[config.mk]
export PLATFORM = sky130hd
export DESIGN_NAME = ctr_incr_scheduler
export DESIGN_NICKNAME = d
export VERILOG_FILES = /design/src/rtl/ctr_sched_pkg.sv /design/src/rtl/ctr_cell_latch.sv /design/src/rtl/ctr_incr_scheduler.sv
export SDC_FILE = /design/constraint.sdc
export NUM_CORES = 1
export LEC_CHECK = 0
export CORE_MARGIN = 3
export CORE_UTILIZATION = 55
export DETAILED_ROUTE_END_ITERATION = 6
export GPL_TIMING_DRIVEN = 0
export MAX_ROUTING_LAYER = met4
export PLACE_DENSITY = 0.81
export SETUP_SLACK_MARGIN = 0.05
export SLEW_MARGIN = 20
export SYNTH_ARGS = -nofsm -noshare
export SYNTH_HDL_FRONTEND = slang
export SYNTH_HIERARCHICAL = 1
export SYNTH_SLANG_ARGS = --single-unit
[constraint.sdc]
create_clock -name SIM_CLK -period 4.6 [get_ports SIM_CLK]
set_input_delay 0.46 -clock SIM_CLK [delete_from_list [all_inputs] [get_ports SIM_CLK]]
set_output_delay 0.46 -clock SIM_CLK [all_outputs]
set_load 0.02 [all_outputs]
[src/rtl/ctr_sched_pkg.sv]
// rtl/ctr_sched_pkg.sv - shared types, direction codes and first-set-bit helper for the counter scheduler
package ctr_sched_pkg;

  localparam int MAX_CELLS = 16;
  localparam int IDX_W     = 4;

  typedef enum logic {
    ST_IDLE  = 1'b0,
    ST_GRANT = 1'b1
  } state_e;

  localparam logic DIR_P = 1'b0;
  localparam logic DIR_M = 1'b1;

  function automatic logic [IDX_W-1:0] first_set(input logic [MAX_CELLS-1:0] vec);
    first_set = '0;
    for (int i = MAX_CELLS - 1; i >= 0; i--) begin
      if (vec[i]) first_set = IDX_W'(i);
    end
  endfunction

endpackage

[src/rtl/ctr_cell_latch.sv]
// rtl/ctr_cell_latch.sv - per-cell plus/minus pending latch with cancel, lost detect, grant clear and restore
module ctr_cell_latch (
  input  logic clk,
  input  logic rst_n,
  input  logic req_p,
  input  logic req_m,
  input  logic grant_clr,
  input  logic restore_p,
  input  logic restore_m,
  output logic pend_p,
  output logic pend_m,
  output logic lost
);
  logic pend_p_q, pend_p_d;
  logic pend_m_q, pend_m_d;
  logic base_p, base_m;

  always_comb begin
    base_p = pend_p_q & ~grant_clr;
    base_m = pend_m_q & ~grant_clr;
    lost   = 1'b0;
    // A timeout restore behaves like a pulse applied ahead of this cycle's external pulses.
    if (restore_p) begin
      if (base_p)      lost   = 1'b1;
      else if (base_m) base_m = 1'b0;
      else             base_p = 1'b1;
    end else if (restore_m) begin
      if (base_m)      lost   = 1'b1;
      else if (base_p) base_p = 1'b0;
      else             base_m = 1'b1;
    end
    pend_p_d = base_p;
    pend_m_d = base_m;
    if (req_p && !req_m) begin
      if (base_p)      lost     = 1'b1;
      else if (base_m) pend_m_d = 1'b0;
      else             pend_p_d = 1'b1;
    end else if (req_m && !req_p) begin
      if (base_m)      lost     = 1'b1;
      else if (base_p) pend_p_d = 1'b0;
      else             pend_m_d = 1'b1;
    end
  end

  always_ff @(posedge clk) begin
    if (!rst_n) begin
      pend_p_q <= 1'b0;
      pend_m_q <= 1'b0;
    end else begin
      pend_p_q <= pend_p_d;
      pend_m_q <= pend_m_d;
    end
  end

  assign pend_p = pend_p_q;
  assign pend_m = pend_m_q;

endmodule

[src/rtl/ctr_incr_scheduler.sv]
// rtl/ctr_incr_scheduler.sv - schedules involuntary counter increments into the AGC counter-cell interface
// Define CTR_RR_PRIORITY_EN for round-robin winner search; default is fixed lowest-index priority.
module ctr_incr_scheduler
  import ctr_sched_pkg::*;
#(
  parameter int NCELL   = 8,
  parameter int TMO_CYC = 64
) (
  input  logic             SIM_CLK,
  input  logic             SIM_RST_n,
  input  logic             CTR_EN,
  input  logic [NCELL-1:0] REQ_P,
  input  logic [NCELL-1:0] REQ_M,
  input  logic             CTR_ACK,
  input  logic             CLR_ERR,
  output logic [NCELL-1:0] CSEL,
  output logic             PINC,
  output logic             MINC,
  output logic             BUSY,
  output logic [NCELL-1:0] PEND,
  output logic             CTR_LOST,
  output logic             CTR_TMO
);
  localparam int            TW       = $clog2(TMO_CYC + 1);
  localparam logic [TW-1:0] TMO_LAST = TW'(TMO_CYC - 1);

  state_e           state_q, state_d;
  logic [NCELL-1:0] csel_q, csel_d;
  logic             pinc_q, pinc_d, minc_q, minc_d;
  logic [TW-1:0]    tmo_cnt_q, tmo_cnt_d;
  logic             lost_q, lost_d, tmo_q, tmo_d;

  logic [NCELL-1:0] pend_p, pend_m, pend_any, cell_lost;
  logic [NCELL-1:0] grant_clr, restore_p, restore_m, win_oh;
  logic [IDX_W-1:0] win_idx;
  logic             win_dir, grant_go, tmo_fire;

  assign pend_any = pend_p | pend_m;
  assign grant_go = (state_q == ST_IDLE) && CTR_EN && (|pend_any);

`ifdef CTR_RR_PRIORITY_EN
  logic [IDX_W-1:0] ptr_q, ptr_d;
  logic [IDX_W-1:0] rr_start;
  logic [NCELL-1:0] rr_rot;
  logic [IDX_W:0]   rr_sum;

  // Rotate so the search begins one past the last granted cell, then undo the rotation.
  always_comb begin
    rr_start = (ptr_q == IDX_W'(NCELL - 1)) ? '0 : ptr_q + IDX_W'(1);
    for (int i = 0; i < NCELL; i++) rr_rot[i] = pend_any[(i + int'(rr_start)) % NCELL];
    rr_sum  = {1'b0, first_set(MAX_CELLS'(rr_rot))} + {1'b0, rr_start};
    win_idx = (rr_sum >= (IDX_W+1)'(NCELL)) ? IDX_W'(rr_sum - (IDX_W+1)'(NCELL)) : rr_sum[IDX_W-1:0];
    ptr_d   = grant_go ? win_idx : ptr_q;
  end

  always_ff @(posedge SIM_CLK) begin
    if (!SIM_RST_n) ptr_q <= IDX_W'(NCELL - 1);
    else            ptr_q <= ptr_d;
  end
`else
  assign win_idx = first_set(MAX_CELLS'(pend_any));
`endif

  assign win_oh  = NCELL'(1) << win_idx;
  assign win_dir = (|(win_oh & pend_p)) ? DIR_P : DIR_M;

  always_comb begin
    state_d   = state_q;
    csel_d    = csel_q;
    pinc_d    = pinc_q;
    minc_d    = minc_q;
    tmo_cnt_d = tmo_cnt_q;
    grant_clr = '0;
    tmo_fire  = 1'b0;
    case (state_q)
      ST_IDLE: begin
        if (grant_go) begin
          state_d   = ST_GRANT;
          csel_d    = win_oh;
          pinc_d    = (win_dir == DIR_P);
          minc_d    = (win_dir == DIR_M);
          tmo_cnt_d = '0;
          grant_clr = win_oh;
        end
      end
      ST_GRANT: begin
        if (CTR_ACK || (tmo_cnt_q == TMO_LAST)) begin
          tmo_fire  = !CTR_ACK;
          state_d   = ST_IDLE;
          csel_d    = '0;
          pinc_d    = 1'b0;
          minc_d    = 1'b0;
          tmo_cnt_d = '0;
        end else begin
          tmo_cnt_d = tmo_cnt_q + TW'(1);
        end
      end
      default: state_d = ST_IDLE;
    endcase
    lost_d = (lost_q & ~CLR_ERR) | (|cell_lost);
    tmo_d  = (tmo_q & ~CLR_ERR) | tmo_fire;
  end

  assign restore_p = (tmo_fire && pinc_q) ? csel_q : '0;
  assign restore_m = (tmo_fire && minc_q) ? csel_q : '0;

  always_ff @(posedge SIM_CLK) begin
    if (!SIM_RST_n) begin
      state_q   <= ST_IDLE;
      csel_q    <= '0;
      pinc_q    <= 1'b0;
      minc_q    <= 1'b0;
      tmo_cnt_q <= '0;
      lost_q    <= 1'b0;
      tmo_q     <= 1'b0;
    end else begin
      state_q   <= state_d;
      csel_q    <= csel_d;
      pinc_q    <= pinc_d;
      minc_q    <= minc_d;
      tmo_cnt_q <= tmo_cnt_d;
      lost_q    <= lost_d;
      tmo_q     <= tmo_d;
    end
  end

  for (genvar i = 0; i < NCELL; i++) begin : g_cell
    ctr_cell_latch u_latch (
      .clk       (SIM_CLK),
      .rst_n     (SIM_RST_n),
      .req_p     (REQ_P[i]),
      .req_m     (REQ_M[i]),
      .grant_clr (grant_clr[i]),
      .restore_p (restore_p[i]),
      .restore_m (restore_m[i]),
      .pend_p    (pend_p[i]),
      .pend_m    (pend_m[i]),
      .lost      (cell_lost[i])
    );
  end

  assign CSEL     = csel_q;
  assign PINC     = pinc_q;
  assign MINC     = minc_q;
  assign BUSY     = (state_q == ST_GRANT);
  assign PEND     = pend_any;
  assign CTR_LOST = lost_q;
  assign CTR_TMO  = tmo_q;

endmodule

Yosys cells after proc, flatten, opt, wreduce, memory -nomap -nowiden

Cells that the tools add are included.

Register bits: 36
Output and inout port bits: 21
Word-level logic and storage cells: 355

Add/subtract/negate cells: 1
Equal/unequal tests: 3
Shift-type cells: 1
Mux-type cells: 253
Bitwise operators: 32
Reductions and logical operators: 42

Operators with widths:

| kind                                                                  | number |
|---|---|
| 1-bit two-way mux                                                     | 232 |
| 8-bit two-way mux                                                     | 6 |
| 4-bit two-way mux                                                     | 6 |
| 8-bit OR reduction                                                    | 3 |
| 1-bit logical AND                                                     | 20 |
| 1-bit AND                                                             | 18 |
| 1-bit logical NOT                                                     | 17 |
| 8-bit case mux with 2 select lines                                    | 1 |
| 7-bit two-way mux                                                     | 2 |
| 7-bit case mux with 2 select lines                                    | 1 |
| 1-bit inverter                                                        | 10 |
| 8-bit AND                                                             | 1 |
| 8-bit OR                                                              | 1 |
| 1-bit by 4-bit << shifter with 8-bit output, first input constant     | 1 |
| 7-bit by 1-bit adder with 7-bit output, second input constant         | 1 |
| 7-bit by 6-bit equality test with 1-bit output, second input constant | 1 |
| 3-bit two-way mux                                                     | 2 |
| 1-bit case mux with 2 select lines                                    | 3 |
| 2-bit by 1-bit != test with 1-bit output, second input constant       | 1 |
| 2-bit != test, second input constant                                  | 1 |
| 1-bit OR                                                              | 2 |
| 2-bit AND reduction                                                   | 1 |
| 1-bit logical OR                                                      | 1 |

Logic depth before layout (Yosys ltp)

Gate-level depths: netlist of run 1.

Word-level depth: 23
Depth in mapped cells: 14

Hierarchy

Netlist of run 1, hierarchy kept.

Modules (own cells, without submodules):

| module             | instances | cells an instance | area each (µm²) | seq. area each (µm²) |
|---|---|---|---|---|
| ctr_cell_latch     | 8         | 24                | 193.9           | 40.0 |
| ctr_incr_scheduler | 1         | 153               | 1,191.1         | 400.4 |

Worst setup path after synthesis of run 1

OpenSTA, ideal clock, no wires.

Kind: reg2reg
Start: reg tmo_cnt_q[0]
End: reg lost_q, in the netlist CTR_LOST
Setup time: 0.124 ns
Arrival time: 2.703 ns
Setup slack: 1.773 ns
Stages on the path, launching flop included: 15
Buffers on the path: 2
Clock period less this slack: 2.827 ns
Cell sequence: dfxtp_1 -> ha_1 -> nand2_1 -> nor3_1 -> and3_1 -> clkbuf_1 -> clkbuf_1 -> and3_1 -> nand2b_1 -> a22o_2 -> nand3_1 -> o221ai_1 -> or4_1 -> a21oi_1 -> a21oi_1

Cells in the longest elaborated chain, start to end: 13

Ends and longest elaborated chain:

| item                                               | line                      | text |
|---|---|---|
| from (decl)                                        | ctr_incr_scheduler.sv:30  | `logic [TW-1:0] tmo_cnt_q, tmo_cnt_d;` |
| from (signal assigned)                             | ctr_incr_scheduler.sv:121 | `tmo_cnt_q <= tmo_cnt_d;` |
| 7-bit by 6-bit equality test with 1-bit output (*) | ctr_incr_scheduler.sv:87  | `if (CTR_ACK \|\| (tmo_cnt_q == TMO_LAST)) begin` |
| 1-bit logical OR (*)                               | ctr_incr_scheduler.sv:87  |  |
| 1-bit two-way mux (*)                              | ctr_incr_scheduler.sv:87  |  |
| 1-bit two-way mux (*)                              | ctr_incr_scheduler.sv:75  | `case (state_q)` |
| 1-bit logical AND (*)                              | ctr_incr_scheduler.sv:105 | `assign restore_m = (tmo_fire && minc_q) ? csel_q : '0;` |
| 8-bit two-way mux (*)                              | ctr_incr_scheduler.sv:105 |  |
| via restore_m[1]                                   | ctr_incr_scheduler.sv:34  | `logic [NCELL-1:0] grant_clr, restore_p, restore_m, win_oh;` |
| 1-bit two-way mux                                  | ctr_cell_latch.sv:27      | `end else if (restore_m) begin` |
| 1-bit two-way mux                                  | ctr_cell_latch.sv:23      | `if (restore_p) begin` |
| 1-bit two-way mux                                  | ctr_cell_latch.sv:39      | `if (base_m) lost = 1'b1;` |
| 1-bit two-way mux                                  | ctr_cell_latch.sv:38      | `end else if (req_m && !req_p) begin` |
| 1-bit two-way mux (*)                              | ctr_cell_latch.sv:34      | `if (req_p && !req_m) begin` |
| via cell_lost[1]                                   | ctr_incr_scheduler.sv:33  | `logic [NCELL-1:0] pend_p, pend_m, pend_any, cell_lost;` |
| 8-bit OR reduction (*)                             | ctr_incr_scheduler.sv:100 | `lost_d = (lost_q & ~CLR_ERR) \| (\|cell_lost);` |
| 1-bit OR (*)                                       | ctr_incr_scheduler.sv:100 |  |
| to (signal assigned)                               | ctr_incr_scheduler.sv:122 | `lost_q <= lost_d;` |
| to (decl)                                          | ctr_incr_scheduler.sv:31  | `logic lost_q, lost_d, tmo_q, tmo_d;` |

Mark *: on every way through the listed nets, which the timed path passes. The rest lies on a longest branch.
A chain may end at the register's enable or synchronous reset.

Final worst setup path of run 1

Same ends and word-level chain as after synthesis.

==> results of run 1 <==
[cell type report]
type | instances | area share
buffer | 3 | 0.00336
tap | 67 | 0.0250
inverter | 34 | 0.0381
timing repair buffer | 41 | 0.122
sequential | 36 | 0.215
multi-input combinational | 272 | 0.562
clock buffer | 5 | 0.0205
clock inverter | 3 | 0.0138
[synth_stat cells (2+ instances only)]
library cell / n / area, µm²
dfxtp_1: 36 / 721
inv_1: 33 / 124
nor2_1: 30 / 113
nand2_1: 26 / 97.6
nand3_1: 21 / 105
and3_1: 19 / 119
a21oi_1: 18 / 90.1
o21ai_0: 16 / 80.1
nand2b_1: 11 / 68.8
a21boi_0: 9 / 67.6
a22oi_1: 9 / 67.6
a22o_2: 8 / 80.1
and2b_1: 8 / 60.1
nand2b_4: 8 / 110
nor2b_2: 8 / 70.1
o2111a_1: 8 / 90.1
o221ai_1: 8 / 70.1
o31ai_1: 8 / 60.1
o32ai_2: 8 / 130
or3_1: 8 / 50.1
a22o_1: 7 / 61.3
nor4_1: 6 / 37.5
or2_2: 4 / 25.0
a31oi_1: 3 / 18.8
clkbuf_1: 3 / 11.3
nor3_1: 2 / 10.0
o211ai_1: 2 / 15.0
o2bb2ai_1: 2 / 17.5
[stage by stage]
step / setup WS, ns / util / hold WS [ns]
final: 1.08 / 0.700 / 0.485
after global routing: 0.843 / 0.700 / 0.515
after global placement: 1.03 / 0.676 / 0.462
after floorplan: 1.77 / - / 0.443
after detailed placement: 0.983 / 0.676 / 0.466
after CTS: 1.12 / 0.700 / 0.487
[worst max-delay path: stages, from the launching register on]
cell and delay [ns]:
dfxtp_1 0.38, ha_1 0.23, nand2_1 0.10, nor3_1 0.18, and3_1 0.18, clkbuf_1 0.29, clkbuf_1 0.41, and3_1 0.27
nand2b_1 0.09, a22o_2 0.23, nand3_1 0.08, o221ai_1 0.12, or4_1 0.59, a21oi_1 0.15, a21oi_1 0.07
[worst max path at each step]
stage / from / endpoint / slack (ns) / depth (start not counted)
after detailed placement: CTR_EN / CTR_LOST / 0.98 / 12
after floorplan: tmo_cnt_q[0] / CTR_LOST / 1.77 / 14
after global placement: CTR_EN / CTR_LOST / 1.03 / 12
after CTS: tmo_cnt_q[0] / CTR_LOST / 1.12 / 14
after global routing: tmo_cnt_q[0] / CTR_LOST / 0.84 / 14
final: tmo_cnt_q[0] / CTR_LOST / 1.08 / 14
[power by group through the flow]
stage                     Sequential (mW)  Clock (mW)  Combinational, mW
after CTS                           0.356       0.294              0.225
after floorplan                     0.364           0              0.135
final                               0.357       0.291              0.225
after global placement              0.364           0              0.220
after detailed placement            0.364           0              0.224
after global routing                0.360       0.310              0.245
[state kept, by name (all words and copies together), names as in the netlist]
name / flops
CSEL: 8
g_cell.u_latch/pend_p: 8
BUSY: 1
g_cell.u_latch/pend_m: 8
PINC: 1
MINC: 1
CTR_LOST: 1
CTR_TMO: 1
tmo_cnt_q: 7
[metal layers]
layer / wire length [µm] / part of all wire
met1: 3060 / 0.45
met5: 0 / 0
met2: 3270 / 0.49
met3: 339 / 0.050
met4: 61 / 0.0091
[placed cells by master, fill, tap and decap left out, types with 2 or more instances in the layout]
cell,synthesis,layout
a22oi_1,9,9
o31ai_1,8,8
nand2b_4,8,8
a22o_1,7,7
nand3_1,21,21
clkbuf_8,0,5
nor3_1,2,2
a31oi_1,3,3
and3_1,19,19
o211ai_1,2,2
and2b_1,8,8
nor2b_2,8,8
o21ai_0,16,16
a21oi_1,18,18
nand2b_1,11,11
o32ai_2,8,8
inv_1,33,33
dfxtp_1,36,36
o2111a_1,8,8
nand2_1,26,26
nor2_1,30,30
o2bb2ai_1,2,2
a21boi_0,9,9
or3_1,8,8
clkdlybuf4s50_1,0,41
o221ai_1,8,8
a22o_2,8,8
or2_2,4,4
nor4_1,6,6
clkbuf_1,3,3
[cell families after synthesis]
family,after synthesis,synth area share
AO/OA/AOI/OAI,112,0.338
adder cells (fa/ha/maj),1,0.00456
buffers and inverters,37,0.0506
flip-flops,36,0.263
AND/OR/NAND/NOR,159,0.344
==> metrics, run 1 <==
Slew Viols, Final 0; outcome finished, final reports clean; drt first pass iters 4; Clock power frac 0.333; Gate Count Post-Synth 345; Max Fanout on Critical Path 10; busiest grt layer met2; final hold violation count 0; WL/cell 14.6 µm; minimum clock period 3.52 ns; ANT cells 0; # hold bufs at CTS 0; Design Area, Final 0.00335 mm²; Sw Pwr 0.275 mW; total CTS buffers 5; Leakage 1.35 nW; Syn Nets 367; ys async rst share 0; worst hold stages 1; Starting Density 0.573; CTS Sinks 36; Vias 2,741; post-CTS sizing 0; CP Capture Type flip-flop; critical path class flip-flop to flip-flop; grt ovf 0; PwrDens 260 mW/mm²; Core Area 0.00479 mm²; drt total wl 6.73 mm; Slew headroom 0.479; Fillers 418; root buffer cell clkbuf_8; Post-DP HPWL 5.12 mm; endpoints failing setup 0; fin cells 461; CTS max path bufs 2; Fin Clk Skew 0.00637 ns; Tot GR Track Use 0.237; Synth Cell Area 0.00274 mm²; H-tree depth 2; Tcrit/Tclk final 0.765; placed cells 453; global-route wire length before repair 11.3 mm; Reg clk slew, reported paths 0.08 ns; register area share after synthesis 0.263; IO Count 42; synth unique cells 44; max frequency 284 MHz; vias per inst 5.95; vias in the first global route 2,520; Final Power 0.873 mW; min-delay worst type flip-flop to flip-flop; setup TNS 0 ns; # Post-CTS Setup Buffers 0; Starting DRT DRC Count 181; share of cells above drive strength 1 0.129; Post-synth EDFFs 0; met2 GRT Util 0.408; Worst R2R Setup Slack 1.08 ns; crit path launch type flip-flop; antenna viol nets, final 0; DP Area 0.00324 mm²; worst r2r path cells 14; sequential power share 0.409; clock tree from TritonCTS yes; Post-route DRC 0; sw frac 0.314; Comb power frac 0.258; routability cong. 0.861; RR Startpoint tmo_cnt_q[0]; worst slew pin tran 0.779 ns; Internal 0.599 mW; clock latency at the later pin of the worst-skew pair 0.30 ns; Hold Startpoint tmo_cnt_q[6]; Critical Path AT 3.70 ns; Max-Cap Viols 0; Post-synth top flop dfxtp_1; Hold Path End tmo_cnt_q[6]; WP data required 4.78 ns; port buffer count 41; met1 Track Usage GR 0.287; worst vdd ir 223 µV; largest net degree at the start of global routing 21; Yosys reg bits 36; Die X-Extent 76.6 µm; global-route met3 utilization 0.0449; row count 25; synth-to-layout area growth 22.2%; # nets final 415; sequential cell area 721 µm²; Die Height 76.6 µm; reg2reg end CTR_LOST; RSZ-0062 raised after global routing no; Yosys warning count 6; Avg Inst Size Synth 7.95 µm²; die area 0.00587 mm²; initial antenna violation count 0; multi-input combinational cell area 0.00188 mm²
Power figures use the tool's default switching activity.
==> inputs of run 2 (changes only) <==
==> constraint.sdc (replaced) <==
create_clock -name SIM_CLK -period 3.46 [get_ports SIM_CLK]
set_input_delay 0.346 -clock SIM_CLK [delete_from_list [all_inputs] [get_ports SIM_CLK]]
set_output_delay 0.346 -clock SIM_CLK [all_outputs]
set_load 0.02 [all_outputs]
==> run 2 against run 1 <==
Compared with the run above: combinational power rose by 33%; sequential cell count did not move; total power rose by 33%; via count rose by 0.11%; clock skew barely moved; non-clock buffer count fell by 1; cell area barely moved; register-to-register slack got worse by 0.79 ns; clock-buffer cell count did not move; global-route usage did not move; largest cell class unchanged.
==> metrics, run 2 (synthesized netlist as in run 1, its figures left out) <==
CTS Sinks 36; Slew headroom 0.476; # Post-CTS Setup Buffers 0; outcome finished, final reports clean; multi-input combinational cell area 0.00188 mm²; ANT cells 0; Reg clk slew, reported paths 0.08 ns; Die Height 76.6 µm; initial antenna violation count 0; fin cells 460; Starting Density 0.573; IO Count 42; critical path class primary input to flip-flop; hold slack 0.485 ns; Max Fanout on Critical Path 5; drt first pass iters 4; CP Capture Type flip-flop; most frequent cells in the layout clkdlybuf4s50_1, dfxtp_1, inv_1; min-delay worst type flip-flop to flip-flop; Fillers 420; WP data required 3.64 ns; grt ovf 0; Leakage 1.35 nW; final hold violation count 0; minimum clock period 3.21 ns; Tcrit/Tclk final 0.928; endpoints failing setup 0; Starting DRT DRC Count 165; Fin Clk Skew 0.00627 ns; Post-route DRC 0; Tot GR Track Use 0.237; worst vdd ir 297 µV; routability cong. 0.861; worst slack, placed -0.0429 ns; worst hold stages 1; Post-DP HPWL 5.12 mm; worst r2r path cells 13; max frequency 311 MHz; Core Area 0.00479 mm²; share of cells above drive strength 1 0.135; root buffer cell clkbuf_8; drt total wl 6.73 mm; global-route wire length before repair 11.3 mm; RSZ-0062 raised after global routing no; worst slew pin tran 0.783 ns; port buffer count 41; Slew Viols, Final 0; largest net degree at the start of global routing 21; Die X-Extent 76.6 µm; synth-to-layout area growth 22.2%; vias in the first global route 2,520; WL/cell 14.6 µm; vias per inst 5.97; # nets final 414; antenna viol nets, final 0; Critical Path AT 3.39 ns; row count 25; placed cells 453; clock tree from TritonCTS yes; total CTS buffers 5; H-tree depth 2; CTS max path bufs 2; die area 0.00587 mm²; final worst setup slack 0.250 ns; Vias 2,744; Max-Cap Viols 0; leading cell type in the layout, fill and taps excluded clkdlybuf4s50_1; setup TNS 0 ns; clock latency at the later pin of the worst-skew pair 0.30 ns; # hold bufs at CTS 0; sequential cell area 721 µm²; crit path launch type primary input; PwrDens 347 mW/mm²
==> run 2: cell types whose count changed in the layout (fill, tap and decap cells not counted), sizes merged <==
cell    delta
clkbuf     -1
==> run 2: timing repair <==
action / in CTS / in global routing
cloned: 0 / 0
gates resized for setup: 1 / 1
endpoints found under the setup margin: 1 / 1
==> run 2: metal layers <==
metal  vias up  GRT usage  part of all wire
met3         6     0.0449             0.048
met5         -          -                 0
met4         0     0.0525            0.0077
li1       1389          -                 -
met2        60      0.408              0.49
met1      1289      0.287              0.46
==> run 2: final timing paths <==
kind	startpoint	end	slack, ns
worst max register to register	tmo_cnt_q[0]	CTR_LOST	0.29
worst min-delay path	tmo_cnt_q[6]	tmo_cnt_q[6]	0.48
worst max-delay path	CTR_EN	CTR_LOST	0.25
worst min register to register	tmo_cnt_q[6]	tmo_cnt_q[6]	0.48
==> run 2: critical path: stages <==
cell and delay [ns]:
clkdlybuf4s50_1 0.52, nor2b_1 0.30, nand2_1 0.15, or3_4 0.42
nor2_1 0.26, nor2b_2 0.10, a22o_2 0.26, nand3_1 0.08
o221ai_1 0.12, or4_1 0.60, a21oi_1 0.15, a21oi_1 0.07
==> run 2: metrics by stage <==
step	cell area [µm²]	total power, mW	util
3_3_place_gp	3240	0.776	0.676
4_1_cts	3350	1.16	0.701
6_report	3350	1.16	0.700
2_1_floorplan	2740	0.663	-
5_1_grt	3350	1.22	0.700
3_5_place_dp	3240	0.781	0.676
==> run 2: report_power, final <==
part           total (mW)  switching, mW  internal (mW)  leakage, nW
logic               0.299          0.157          0.143         1.00
registers           0.475         0.0388          0.436        0.294
clock network       0.387          0.170          0.217       0.0548
==> run 2: final cells by class <==
class / instances / share of cell area
multi-input cells: 272 / 0.562
flip-flops and latches: 36 / 0.215
repair buffers: 41 / 0.122
inverters: 34 / 0.0381
well taps: 67 / 0.0250
clock buffers: 5 / 0.0205
clock inverters: 3 / 0.0138
plain buffers: 2 / 0.00261
